## config.mk

```make
export PLATFORM = sky130hd
export DESIGN_NAME = uart_tx_mmio
export DESIGN_NICKNAME = d
export VERILOG_FILES = /design/src/rtl/uart_tx_mmio_pkg.sv /design/src/rtl/uart_tx_mmio_fifo.sv /design/src/rtl/uart_tx_mmio.sv
export SDC_FILE = /design/constraint.sdc
export NUM_CORES = 1
export LEC_CHECK = 0
export ABC_AREA = 1
export CAP_MARGIN = 5
export CORE_UTILIZATION = 35
export CTS_CLUSTER_SIZE = 25
export DETAILED_ROUTE_END_ITERATION = 16
export HOLD_SLACK_MARGIN = 0.05
export SLEW_MARGIN = 20
export SYNTH_ARGS = -nofsm -noshare
export SYNTH_HDL_FRONTEND = slang
export SYNTH_SLANG_ARGS = --single-unit
export TNS_END_PERCENT = 1
```

## constraint.sdc

```tcl
create_clock -name clk -period 4.9 [get_ports clk]
set_input_delay 1.47 -clock clk [delete_from_list [all_inputs] [get_ports clk]]
set_output_delay 1.47 -clock clk [all_outputs]
set_load 0.005 [all_outputs]
```

## src/rtl/uart_tx_mmio_pkg.sv

```systemverilog
// Shared definitions for the memory-mapped UART transmitter.
// Latency: none (constants, types and a pure helper function only).
// Backpressure: not applicable.
//
// Contents: register offsets, STATUS bit positions, FSM state encodings,
// the interconnect window constants and a STATUS word packing helper.
package uart_tx_mmio_pkg;

  // Window claimed by the UART TX block in the interconnect address decode.
  localparam logic [31:0] UART_TX_BASE = 32'h4000_1000;
  localparam logic [31:0] UART_TX_END  = 32'h4000_100F;

  // Byte offsets inside the window.
  localparam logic [3:0] REG_TXDATA = 4'h0;
  localparam logic [3:0] REG_STATUS = 4'h4;

  // Only the word offset (addr[3:2]) is decoded.
  localparam logic [1:0] WORD_TXDATA = REG_TXDATA[3:2];
  localparam logic [1:0] WORD_STATUS = REG_STATUS[3:2];

  // STATUS bit positions.
  localparam int STAT_FULL    = 0;
  localparam int STAT_EMPTY   = 1;
  localparam int STAT_BUSY    = 2;
  localparam int STAT_OVF     = 3;
  localparam int STAT_CNT_LSB = 8;
  localparam int STAT_CNT_W   = 5;

  // Transmit FSM state encodings.
  localparam logic [1:0] ST_IDLE  = 2'd0;
  localparam logic [1:0] ST_START = 2'd1;
  localparam logic [1:0] ST_DATA  = 2'd2;
  localparam logic [1:0] ST_STOP  = 2'd3;

  // Assemble the STATUS read word; unassigned bits read as zero.
  function automatic logic [31:0] status_word(
    input logic                  full,
    input logic                  empty,
    input logic                  busy,
    input logic                  ovf,
    input logic [STAT_CNT_W-1:0] cnt
  );
    logic [31:0] w;
    w = '0;
    w[STAT_FULL]  = full;
    w[STAT_EMPTY] = empty;
    w[STAT_BUSY]  = busy;
    w[STAT_OVF]   = ovf;
    w[STAT_CNT_LSB +: STAT_CNT_W] = cnt;
    return w;
  endfunction

endpackage

```

## src/rtl/uart_tx_mmio_fifo.sv

```systemverilog
// Synchronous first-word-fall-through FIFO for the UART TX path.
// Latency: a push is visible on dout/empty the cycle after the push edge.
// Backpressure: push while full is ignored; pop while empty is ignored.
//
// Ports: clk, rst (sync, active high), push/din (write side),
// pop/dout (read side, dout valid whenever !empty), full, empty, count.
module sync_fifo #(
  parameter int WIDTH = 8,
  parameter int DEPTH = 16
) (
  input  logic                     clk,
  input  logic                     rst,
  input  logic                     push,
  input  logic                     pop,
  input  logic [WIDTH-1:0]         din,
  output logic [WIDTH-1:0]         dout,
  output logic                     full,
  output logic                     empty,
  output logic [$clog2(DEPTH):0]   count
);

  localparam int AW = $clog2(DEPTH);
  localparam logic [AW:0] DEPTH_C = (AW+1)'(DEPTH);

  logic [AW-1:0]    wr_ptr_q, wr_ptr_d;
  logic [AW-1:0]    rd_ptr_q, rd_ptr_d;
  logic [AW:0]      count_q, count_d;
  logic [WIDTH-1:0] mem_q [DEPTH];
  logic             push_ok, pop_ok;

  // Acceptance is judged on the occupancy before the edge, so a push into
  // a full FIFO is refused even if a pop frees a slot at the same edge.
  always_comb begin
    push_ok  = push && (count_q != DEPTH_C);
    pop_ok   = pop && (count_q != '0);
    wr_ptr_d = push_ok ? wr_ptr_q + AW'(1) : wr_ptr_q;
    rd_ptr_d = pop_ok  ? rd_ptr_q + AW'(1) : rd_ptr_q;
    count_d  = count_q + (AW+1)'(push_ok) - (AW+1)'(pop_ok);
  end

  always_ff @(posedge clk) begin
    if (rst) begin
      wr_ptr_q <= '0;
      rd_ptr_q <= '0;
      count_q  <= '0;
    end else begin
      wr_ptr_q <= wr_ptr_d;
      rd_ptr_q <= rd_ptr_d;
      count_q  <= count_d;
    end
  end

  // Storage needs no reset: stale entries are unreachable once pointers clear.
  always_ff @(posedge clk) begin
    if (push_ok) begin
      mem_q[wr_ptr_q] <= din;
    end
  end

  assign dout  = mem_q[rd_ptr_q];
  assign full  = (count_q == DEPTH_C);
  assign empty = (count_q == '0);
  assign count = count_q;

endmodule

```

## src/rtl/uart_tx_mmio.sv

```systemverilog
// Memory-mapped UART transmitter: CPU stores queue bytes, sent 8N1 LSB first.
// Latency: store at edge N -> popped at N+1 -> start bit on tx from N+1; frame 10*DIV cycles.
// Backpressure: none on the bus; a store into a full FIFO is dropped and sets sticky overflow.
//
// Ports: clk, rst (sync, active high); addr/ren/wen/wdata bus inputs from the
// interconnect; rdata combinational read data; tx serial line (idle high);
// tx_idle high when nothing is queued and the shifter is idle.
module uart_tx_mmio
  import uart_tx_mmio_pkg::*;
#(
  parameter int CLK_FREQ   = 27000000,
  parameter int BAUD       = 115200,
  parameter int FIFO_DEPTH = 16
) (
  input  logic        clk,
  input  logic        rst,
  input  logic [3:0]  addr,
  input  logic        ren,
  input  logic        wen,
  input  logic [31:0] wdata,
  output logic [31:0] rdata,
  output logic        tx,
  output logic        tx_idle
);

  // Clocks per bit, rounded to nearest; must be at least 2.
  localparam int DIV   = (CLK_FREQ + BAUD/2) / BAUD;
  localparam int CNT_W = $clog2(DIV);
  localparam int FCW   = $clog2(FIFO_DEPTH) + 1;
  localparam logic [CNT_W-1:0] DIV_LAST = CNT_W'(DIV - 1);

  logic [1:0]       state_q, state_d;
  logic [CNT_W-1:0] cnt_q, cnt_d;
  logic [2:0]       bit_q, bit_d;
  logic [7:0]       shift_q, shift_d;
  logic             tx_q, tx_d;
  logic             ovf_q, ovf_d;

  logic             wr_txdata, wr_status;
  logic             fifo_pop, fifo_full, fifo_empty;
  logic [7:0]       fifo_dout;
  logic [FCW-1:0]   fifo_count;
  logic             bit_done, busy;

  // ren has no side effects; upper store bits and addr[1:0] are not decoded.
  logic unused_inputs;
  assign unused_inputs = &{1'b0, ren, addr[1:0], wdata[31:8]};

  assign wr_txdata = wen && (addr[3:2] == WORD_TXDATA);
  assign wr_status = wen && (addr[3:2] == WORD_STATUS);

  sync_fifo #(
    .WIDTH (8),
    .DEPTH (FIFO_DEPTH)
  ) u_fifo (
    .clk   (clk),
    .rst   (rst),
    .push  (wr_txdata),
    .pop   (fifo_pop),
    .din   (wdata[7:0]),
    .dout  (fifo_dout),
    .full  (fifo_full),
    .empty (fifo_empty),
    .count (fifo_count)
  );

  // Set and clear need different offsets, so they never collide.
  always_comb begin
    ovf_d = ovf_q;
    if (wr_txdata && fifo_full) begin
      ovf_d = 1'b1;
    end else if (wr_status && wdata[STAT_OVF]) begin
      ovf_d = 1'b0;
    end
  end

  // State register.
  always_ff @(posedge clk) begin
    if (rst) begin
      state_q <= ST_IDLE;
      cnt_q   <= '0;
      bit_q   <= '0;
      shift_q <= '0;
      tx_q    <= 1'b1;
      ovf_q   <= 1'b0;
    end else begin
      state_q <= state_d;
      cnt_q   <= cnt_d;
      bit_q   <= bit_d;
      shift_q <= shift_d;
      tx_q    <= tx_d;
      ovf_q   <= ovf_d;
    end
  end

  assign bit_done = (cnt_q == DIV_LAST);

  // Next-state logic.
  always_comb begin
    state_d  = state_q;
    cnt_d    = cnt_q;
    bit_d    = bit_q;
    shift_d  = shift_q;
    fifo_pop = 1'b0;
    case (state_q)
      ST_IDLE: begin
        if (!fifo_empty) begin
          fifo_pop = 1'b1;
          shift_d  = fifo_dout;
          cnt_d    = '0;
          state_d  = ST_START;
        end
      end
      ST_START: begin
        if (bit_done) begin
          cnt_d   = '0;
          bit_d   = '0;
          state_d = ST_DATA;
        end else begin
          cnt_d = cnt_q + CNT_W'(1);
        end
      end
      ST_DATA: begin
        if (bit_done) begin
          cnt_d   = '0;
          shift_d = {1'b0, shift_q[7:1]};
          if (bit_q == 3'd7) begin
            state_d = ST_STOP;
          end else begin
            bit_d = bit_q + 3'd1;
          end
        end else begin
          cnt_d = cnt_q + CNT_W'(1);
        end
      end
      ST_STOP: begin
        if (bit_done) begin
          cnt_d   = '0;
          state_d = ST_IDLE;
        end else begin
          cnt_d = cnt_q + CNT_W'(1);
        end
      end
      default: begin
        state_d = ST_IDLE;
      end
    endcase
  end

  // Output logic. The line level is derived from the *next* state so the
  // registered tx changes on the same edge the FSM enters a new bit period.
  always_comb begin
    case (state_d)
      ST_START: tx_d = 1'b0;
      ST_DATA:  tx_d = shift_d[0];
      default:  tx_d = 1'b1;
    endcase
  end

  assign busy    = (state_q != ST_IDLE);
  assign tx      = tx_q;
  assign tx_idle = fifo_empty && (state_q == ST_IDLE);

  // Read data is purely combinational; the interconnect holds it across stalls.
  assign rdata = (addr[3:2] == WORD_STATUS)
               ? status_word(fifo_full, fifo_empty, busy, ovf_q,
                             STAT_CNT_W'(fifo_count))
               : 32'h0;

endmodule

```

# After elaboration in Yosys (flattened, before gate mapping)
# Memories as Yosys holds them, arrays and structs flattened. A register that Yosys moved wholly into a read port is not among the register bits.
# Cells that the tools add are included.
[word_totals]
register_bits = 36
ram_bits = 128
inputBits = 40
out_inout_bits = 34
elab_cells = 75
n_memories = 1
[mem_list]
columns = ["name", "words", "word_bits", "rd", "rd_clocked_by_memory_dff", "wr", "line_no", "source"]
rows = [
  ["u_fifo.mem_q", 16, 8, 1, 1, 1, "uart_tx_mmio_fifo.sv:28", "logic [WIDTH-1:0] mem_q [DEPTH];"],
]
[op_classes]
addsub = 6
eq_ne = 14
n_mux = 26
n_reduce_logical = 18
[op_table]
columns = ["cell", "n"]
rows = [
  ["$mux 8", 4],
  ["$pmux 8 s2", 2],
  ["$mux 13", 1],
  ["$mux 2", 5],
  ["$mux 3", 3],
  ["$add 4x1->4 const B", 2],
  ["$add 8x1->8 const B", 1],
  ["$eq 8x8->1 const B", 1],
  ["$mux 4", 2],
  ["$ne 2x2->1 const B", 4],
  ["$pmux 2 s4", 1],
  ["$reduce_bool 2->1", 4],
  ["$logic_and 1x1->1", 7],
  ["$eq 2x1->1 const B", 3],
  ["$eq 2x2->1 const B", 3],
  ["$mux 1", 6],
  ["$pmux 3 s2", 1],
  ["$add 5x1->5", 1],
  ["$eq 5x5->1 const B", 1],
  ["$logic_not 5->1", 1],
  ["$ne 5x5->1 const B", 1],
  ["$reduce_bool 5->1", 1],
  ["$sub 5x1->5", 1],
  ["$logic_not 2->1", 2],
  ["other kinds (6)", 6],
]

# Logic depth before layout (Yosys ltp)
# Gate-level depths: netlist of run 1.
[logic_depth]
word_depth = 6
depth_mapped = 17
depth_no_buf = 16

# By module
# Synthesis of run 1 repeated with hierarchy kept, for this count alone.
[hier_totals]
cells_unflattened = 887
area_unflattened_um2 = 8025.2
[modules_own_cells]
columns = ["module", "instances", "cells_per_inst", "area_each_um2", "seq_area_each_um2"]
rows = [
  ["sync_fifo", 1, 654, 6451.2, 4184.0],
  ["uart_tx_mmio", 1, 233, 1574.0, 460.4],
]

# Least setup slack after synthesis of run 1
# Ideal clock, no wire load.
[synth_timing]
path_type = "input to output"
start = "in addr[3]"
end = "out rdata[0]"
t_arrival_ns = 1.801
setup_slack_ns = 1.629
stages = 3
n_path_buf = 0
cell_sequence = "inv_1 nand2_1 nor2_1"
[synth_via]
elab_chain_cells = 2
[synth_rtl]
columns = ["item", "line_no", "source"]
rows = [
  ["start: declaration", "uart_tx_mmio.sv:17", "input logic [3:0] addr,"],
  ["$eq 2x1->1", "uart_tx_mmio.sv:165", "assign rdata = (addr[3:2] == WORD_STATUS)"],
  ["$mux 13", "uart_tx_mmio.sv:166", "? status_word(fifo_full, fifo_empty, busy, ovf_q,"],
  ["end: declaration", "uart_tx_mmio.sv:21", "output logic [31:0] rdata,"],
]
# Every way passes these cells.

# Final worst setup path of run 1
[layout_timing]
start = "in addr[2]"
end = "out rdata[1]"
# Same word-level chain as after synthesis.

==> metrics.cfg, run 1 <==
[sta]
finalSetupTns_ns = 0
finalHoldViolations = 0
drv_slew = 0
max_freq_mhz = 234
hold_slack_ns = 0.474
slew_headroom_pct = 39.2
period_needed_ns = 4.28
finalClockSkew_ns = 0.00962
worst_pin_slew_ns = 0.911
post-route-period-util_pct = 87.3
final-setup-viol-count = 0
rsz0062_at_grt = false

[setup_path]
r2r_cells = 16
reg2reg_from = u_fifo.count[2]
cp_slowest_cell = clkdlybuf4s50_1
reg2reg_slack_ns = 2.10
endpoint_kind = output port
cp.required_ns = 3.43
arrival_ns = 2.81
max_stage_delay_ns = 0.52
crit_fanout = 10
crit_buf_inv = 2
crit_path_frequent_cell = clkdlybuf4s50_1
critical-path-top-delay-family = buffers and inverters
r2r-end = u_fifo.count[4]
crit_type = in2out
crit_chain = clkdlybuf4s50_1 -> nand2_1 -> nor2_1 -> clkdlybuf4s50_1
start_kind = primary input

[yosys]
ys_warn_count = 0
synth_largest_area_cell = edfxtp_1
syn_area_per_cell_um2 = 10.6
synth_cells = 691
async_flop_share_pct = 0
synth_cell_type_count = 41
yosys-top-cells-count = edfxtp_1, nor2_1, nand2_1
synth_ff_type = edfxtp_1
synth_seq_cells = 168
synthTopCellsByArea = edfxtp_1, dfxtp_1, nor2_1
ys_seq_area_share_pct = 63.1
yosysTopAreaCellShare_pct = 52.2
synth.most_common_cell = edfxtp_1
netlist_area_um2 = 7360
synth_edf_count = 128

[layout]
fin_nets = 763
multi_input_area_um2 = 2200
antenna_cells = 0
area.sequential_um2 = 4650
area_delta_synth_final_pct = 11.7
fin_area_um2 = 8220
fill_cells = 1962
drive_gt1_share_pct = 8.07

[placed_design]
dp_hpwl_um = 9010
gp_congestion = 0.768
portBuffers = 23
placed_area_um2 = 7690

[drt]
wl_per_cell_um = 15.1
avgViaCountPerCell = 4.86
ant_nets = 0
drc_errors = 0
drt-total-wl_um = 15000
num_vias = 4810
drtIter0Drc = 333
first_pass_iters = 5

[clock_network]
cts_sinks = 168
cts_resized = 0
numCtsBuffers = 17
hold_buffers = 0
clk_pin_slew_ns = 0.06
htreeDepth = 4
clock_latency_ns = 0.42
cts_root_buf = clkbuf_16
post-cts-setup-buffers = 0
clock_path_buffers = 2
cts_tree = built

[die]
dieArea_um2 = 21600
io_pins = 74
die_h_um = 147
placementRows = 52
initial_core_util_pct = 36.0
core_um2 = 20400
die_width_um = 147

[global_routing]
antenna_found_initial = 0
grt.total_usage_pct = 14.4
gr-total-overflow = 0
grt_pass1_vias = 4381
grt_pass1_wl_um = 23200
grt_max_degree = 66

[power_and_ir_drop]
power.total_mw = 3.90
power_density_nw_per_um2 = 475
ir_drop_uv = 312
leakage_nw = 2.93

[hold_path]
hold_depth = 2
hold_path_end = shift_q[7]
min_from = shift_q[7]
hold_path.class = reg2reg

[outcome]
status = complete, no violations

[job]
drv_cap = 0

## report_power, final
group | leakage, nW | internal [mW] | switching, mW | total (mW)
Clock | 0.269 | 0.697 | 0.530 | 1.23
Sequential | 1.48 | 1.61 | 0.0555 | 1.67
Combinational | 1.18 | 0.322 | 0.684 | 1.01
## flip-flops by register name (all words and copies together), names as in the netlist, named ones only
| signal | count |
|---|---|
| state_q | 2 |
| u_fifo.count | 5 |
| cnt_q | 8 |
| tx | 1 |
| u_fifo.wr_ptr_q | 4 |
| ovf_q | 1 |
| shift_q | 8 |
| bit_q | 3 |
| u_fifo.mem_q | 128 |
| u_fifo.rd_ptr_q | 4 |
## cells by family after synthesis
group / synth area share (%)
AND/OR/NAND/NOR: 14.0
flip-flops: 63.1
AO/OA/AOI/OAI: 11.5
buffers and inverters: 8.13
adder cells (fa/ha/maj): 2.82
XOR/XNOR: 0.357
other: 0.0510
## routing by layer
layer	track usage (%)	vias up	share of wire, %
li1	-	2373	-
met1	18.4	2306	45
met2	24.3	117	50
met3	2.61	14	3.5
met4	5.57	0	1.3
met5	0	-	0
## stage by stage
step / instances / util [%] / worst slack, ns
2_1_floorplan: 713 / - / 1.63
3_3_place_gp: 958 / 37.6 / 0.633
3_5_place_dp: 958 / 37.6 / 0.620
4_1_cts: 989 / 40.2 / 0.616
5_1_grt: 989 / 40.2 / 0.500
6_report: 989 / 40.2 / 0.623
## cell usage in the layout (no fill, tap or decap), types with 3 or more instances in the layout
| cell type | netlist | layout |
|---|---|---|
| dfxtp_1 | 40 | 39 |
| edfxtp_1 | 128 | 128 |
| o21ai_0 | 71 | 71 |
| nor2_4 | 4 | 4 |
| o22ai_1 | 6 | 6 |
| inv_1 | 56 | 56 |
| nand3_1 | 33 | 33 |
| clkbuf_1 | 7 | 3 |
| o211ai_1 | 11 | 11 |
| clkinv_2 | 1 | 7 |
| xor2_1 | 3 | 3 |
| nand2_2 | 4 | 4 |
| clkdlybuf4s50_1 | 0 | 23 |
| o221ai_1 | 14 | 14 |
| inv_2 | 8 | 7 |
| a21oi_1 | 27 | 27 |
| ha_1 | 15 | 15 |
| o21ai_1 | 3 | 3 |
| nor2_1 | 116 | 116 |
| buf_4 | 25 | 3 |
| conb_1 | 1 | 23 |
| nand2_1 | 75 | 75 |
| nor3_1 | 4 | 4 |
| inv_6 | 0 | 3 |
| clkbuf_16 | 0 | 17 |
## worst reg2reg max path, cell delays in order (launching register included)
cell	delay [ns]
dfxtp_1	0.31
inv_1	0.10
ha_1	0.15
nand2_1	0.06
nor2_2	0.13
nand2_2	0.11
nand2_2	0.20
inv_2	0.16
ha_1	0.30
inv_1	0.06
ha_1	0.15
inv_1	0.06
fa_1	0.41
nor3_1	0.19
a211oi_1	0.08
o21ai_0	0.16
a21oi_1	0.05
## worst max-delay path by stage
stage	from	endpoint	slack [ns]	cells after the start
after detailed placement	addr[2]	rdata[8]	0.62	4
after CTS	addr[2]	rdata[8]	0.62	4
after floorplan	addr[3]	rdata[0]	1.63	3
after global routing	addr[2]	rdata[2]	0.50	4
final	addr[2]	rdata[1]	0.62	4
after global placement	addr[2]	rdata[0]	0.63	4
## area by class of cell
class | count | share of cell area (%)
sequential | 168 | 56.5
tap | 270 | 4.11
inverter | 66 | 3.07
timing repair buffer | 26 | 3.07
multi-input combinational | 428 | 26.7
clock inverter | 11 | 1.20
clock buffer | 20 | 5.31
(Power assumes the default switching activity.)
==> run 2, diff against run 1 <==
--- a/config.mk
+++ b/config.mk
@@ -11,6 +11,7 @@
 export CTS_CLUSTER_SIZE = 25
 export DETAILED_ROUTE_END_ITERATION = 16
 export HOLD_SLACK_MARGIN = 0.05
+export PLACE_DENSITY_LB_ADDON = 0.1
 export SLEW_MARGIN = 20
 export SYNTH_ARGS = -nofsm -noshare
 export SYNTH_HDL_FRONTEND = slang
==> constraint.sdc (replaced) <==
create_clock -name clk -period 4.9 [get_ports clk]
set_input_delay 0.49 -clock clk [delete_from_list [all_inputs] [get_ports clk]]
set_output_delay 0.49 -clock clk [all_outputs]
set_load 0.005 [all_outputs]
==> run 2 against run 1 <==
  * Non-clock buffer count stayed put
  * Combinational power is 5% higher
  * Clock power is 11% higher
  * Final cell count is 0.10% lower
  * Utilization is 0.31 points higher
  * Die area stayed put
  * Largest power group unchanged
  * Highest routed layer unchanged
==> metrics.cfg, run 2 (same netlist as run 1, synthesis figures left out) <==
[die]
dieArea_um2 = 21600  ; unchanged
die_h_um = 147  ; unchanged
core_um2 = 20400  ; unchanged
die_width_um = 147  ; unchanged
io_pins = 74  ; unchanged
placementRows = 52  ; unchanged
initial_core_util_pct = 36.0  ; unchanged

[clock_network]
cts_tree = built
htreeDepth = 4  ; unchanged
cts_resized = 0  ; unchanged
post-cts-setup-buffers = 0  ; unchanged
cts_root_buf = clkbuf_16
hold_buffers = 0  ; unchanged
clock_latency_ns = 0.43  ; about the same
clk_pin_slew_ns = 0.06  ; about the same
cts_sinks = 168  ; unchanged
clock_path_buffers = 2  ; unchanged
numCtsBuffers = 17  ; unchanged

[global_routing]
use_met1_pct = 22.6  ; +4.2 points
top_usage_layer = met2
met3_usage_pct = 3.20  ; +0.59 points
grt_pass1_wl_um = 26600  ; +15%
grt_max_degree = 66  ; unchanged
gr-total-overflow = 0  ; unchanged
grt.total_usage_pct = 16.7  ; +2.3 points
antenna_found_initial = 0  ; unchanged
grt_pass1_vias = 4774  ; +9.0%
grt_use_met2_pct = 26.0  ; +1.7 points

[layout]
final_common_cell = edfxtp_1
layout_common_cells = edfxtp_1, nor2_1, nand2_1, o21ai_0, inv_1
antenna_cells = 0  ; unchanged
drive_gt1_share_pct = 8.22  ; +0.15 points
largest_reg_flops = 128  ; unchanged
largest_register = u_fifo.mem_q
fill_cells = 1968  ; +0.31%
area_delta_synth_final_pct = 12.6
fin_nets = 763  ; unchanged
largestRegisters = u_fifo.mem_q x128, cnt_q x8, shift_q x8

[setup_path]
start_kind = flip-flop
crit_fanout = 13  ; +3
r2r_cells = 16  ; unchanged
endpoint_kind = flip-flop
arrival_ns = 3.16  ; +0.35 ns
crit_type = reg2reg
cp.required_ns = 5.21  ; +1.78 ns

[sta]
rsz0062_at_grt = false
finalSetupTns_ns = 0  ; unchanged
post-route-period-util_pct = 58.1  ; -29 points
period_needed_ns = 2.85  ; -1.43 ns
worst_pin_slew_ns = 0.999  ; +0.0876 ns
finalHoldViolations = 0  ; unchanged
finalClockSkew_ns = 0.00880  ; -0.000828 ns
drv_slew = 0  ; unchanged
final-setup-viol-count = 0  ; unchanged
max_freq_mhz = 351  ; +50%
hold_slack_ns = 0.479  ; +0.00475 ns
worst_slack_ns = 2.05  ; +1.43 ns
slew_headroom_pct = 33.1  ; -6.0 points

[placed_design]
gp_congestion = 0.763  ; -0.56%
portBuffers = 23  ; unchanged
dp_hpwl_um = 10400  ; +16%
dp_slack_ns = 2.03  ; +1.41 ns

[hold_path]
hold_depth = 2  ; unchanged
hold_path.class = reg2reg

[power_and_ir_drop]
ir_drop_uv = 244  ; -22%
leakage_nw = 2.95  ; +0.67%
power_density_nw_per_um2 = 496  ; +4.5%

[drt]
ant_nets = 0  ; unchanged
avgViaCountPerCell = 4.93  ; +1.3%
wl_per_cell_um = 17.3  ; +14%
drtIter0Drc = 421  ; +26%
first_pass_iters = 5  ; unchanged
drt-total-wl_um = 17100  ; +14%
drc_errors = 0  ; unchanged
num_vias = 4866  ; +1.2%

[outcome]
status = complete, no violations

[job]
drv_cap = 0  ; unchanged

==> run 2: cell types whose count changed in the layout (fill, tap and decap cells not counted), sizes merged <==
cell / delta
clkinvlp: +2
clkinv: -5
clkbuf: -3
inv: +3
bufinv: +2
==> run 2: per-layer routing <==
metal	part of all wire [%]	vias up	routed length [µm]
met5	0	-	0
li1	-	2366	-
met2	46	126	7910
met4	2.1	0	358
met1	47	2351	7990
met3	5.0	23	855
==> run 2: cell type report <==
cell class                      count  area, µm²  share of cell area (%)
Clock buffer                       17        425                    5.13
Timing Repair Buffer               26        253                    3.05
Multi-Input combinational cell    428       2200                    26.5
Inverter                           66        254                    3.07
Tap cell                          270        338                    4.08
Sequential cell                   168       4650                    56.1
Clock inverter                     13        171                    2.07
==> run 2: worst paths after layout <==
path / from / end / slack (ns)
worst min register to register: shift_q[7] / shift_q[7] / 0.48
worst max register to register: u_fifo.count[3] / u_fifo.count[4] / 2.05
worst max-delay path: u_fifo.count[3] / u_fifo.count[4] / 2.05
worst min-delay path: shift_q[7] / shift_q[7] / 0.48
==> run 2: critical path, stage by stage (launching register included) <==
cell and delay [ns]:
dfxtp_1 0.32, inv_1 0.10, ha_1 0.16, nand2_1 0.06
nor2_2 0.13, nand2_2 0.13, nand2_2 0.20, inv_2 0.15
ha_1 0.29, inv_1 0.06, ha_1 0.17, inv_1 0.06
fa_1 0.40, nor3_1 0.20, a211oi_1 0.08, o21ai_0 0.16
a21oi_1 0.06
==> run 2: power by group <==
part           switching (mW)  leakage (nW)  internal, mW
combinational           0.740          1.18         0.321
sequential             0.0592          1.48          1.61
clock                   0.570         0.287         0.805
total                    1.37          2.95          2.74
==> run 2: stage by stage <==
step | std cells | utilization (%) | instance area (µm²) | total power, mW
2_1_floorplan | 713 | - | 7440 | 2.47
3_3_place_gp | 958 | 37.6 | 7690 | 2.74
3_5_place_dp | 958 | 37.6 | 7690 | 2.77
4_1_cts | 988 | 40.6 | 8290 | 4.15
5_1_grt | 988 | 40.6 | 8290 | 4.33
6_report | 988 | 40.6 | 8290 | 4.11
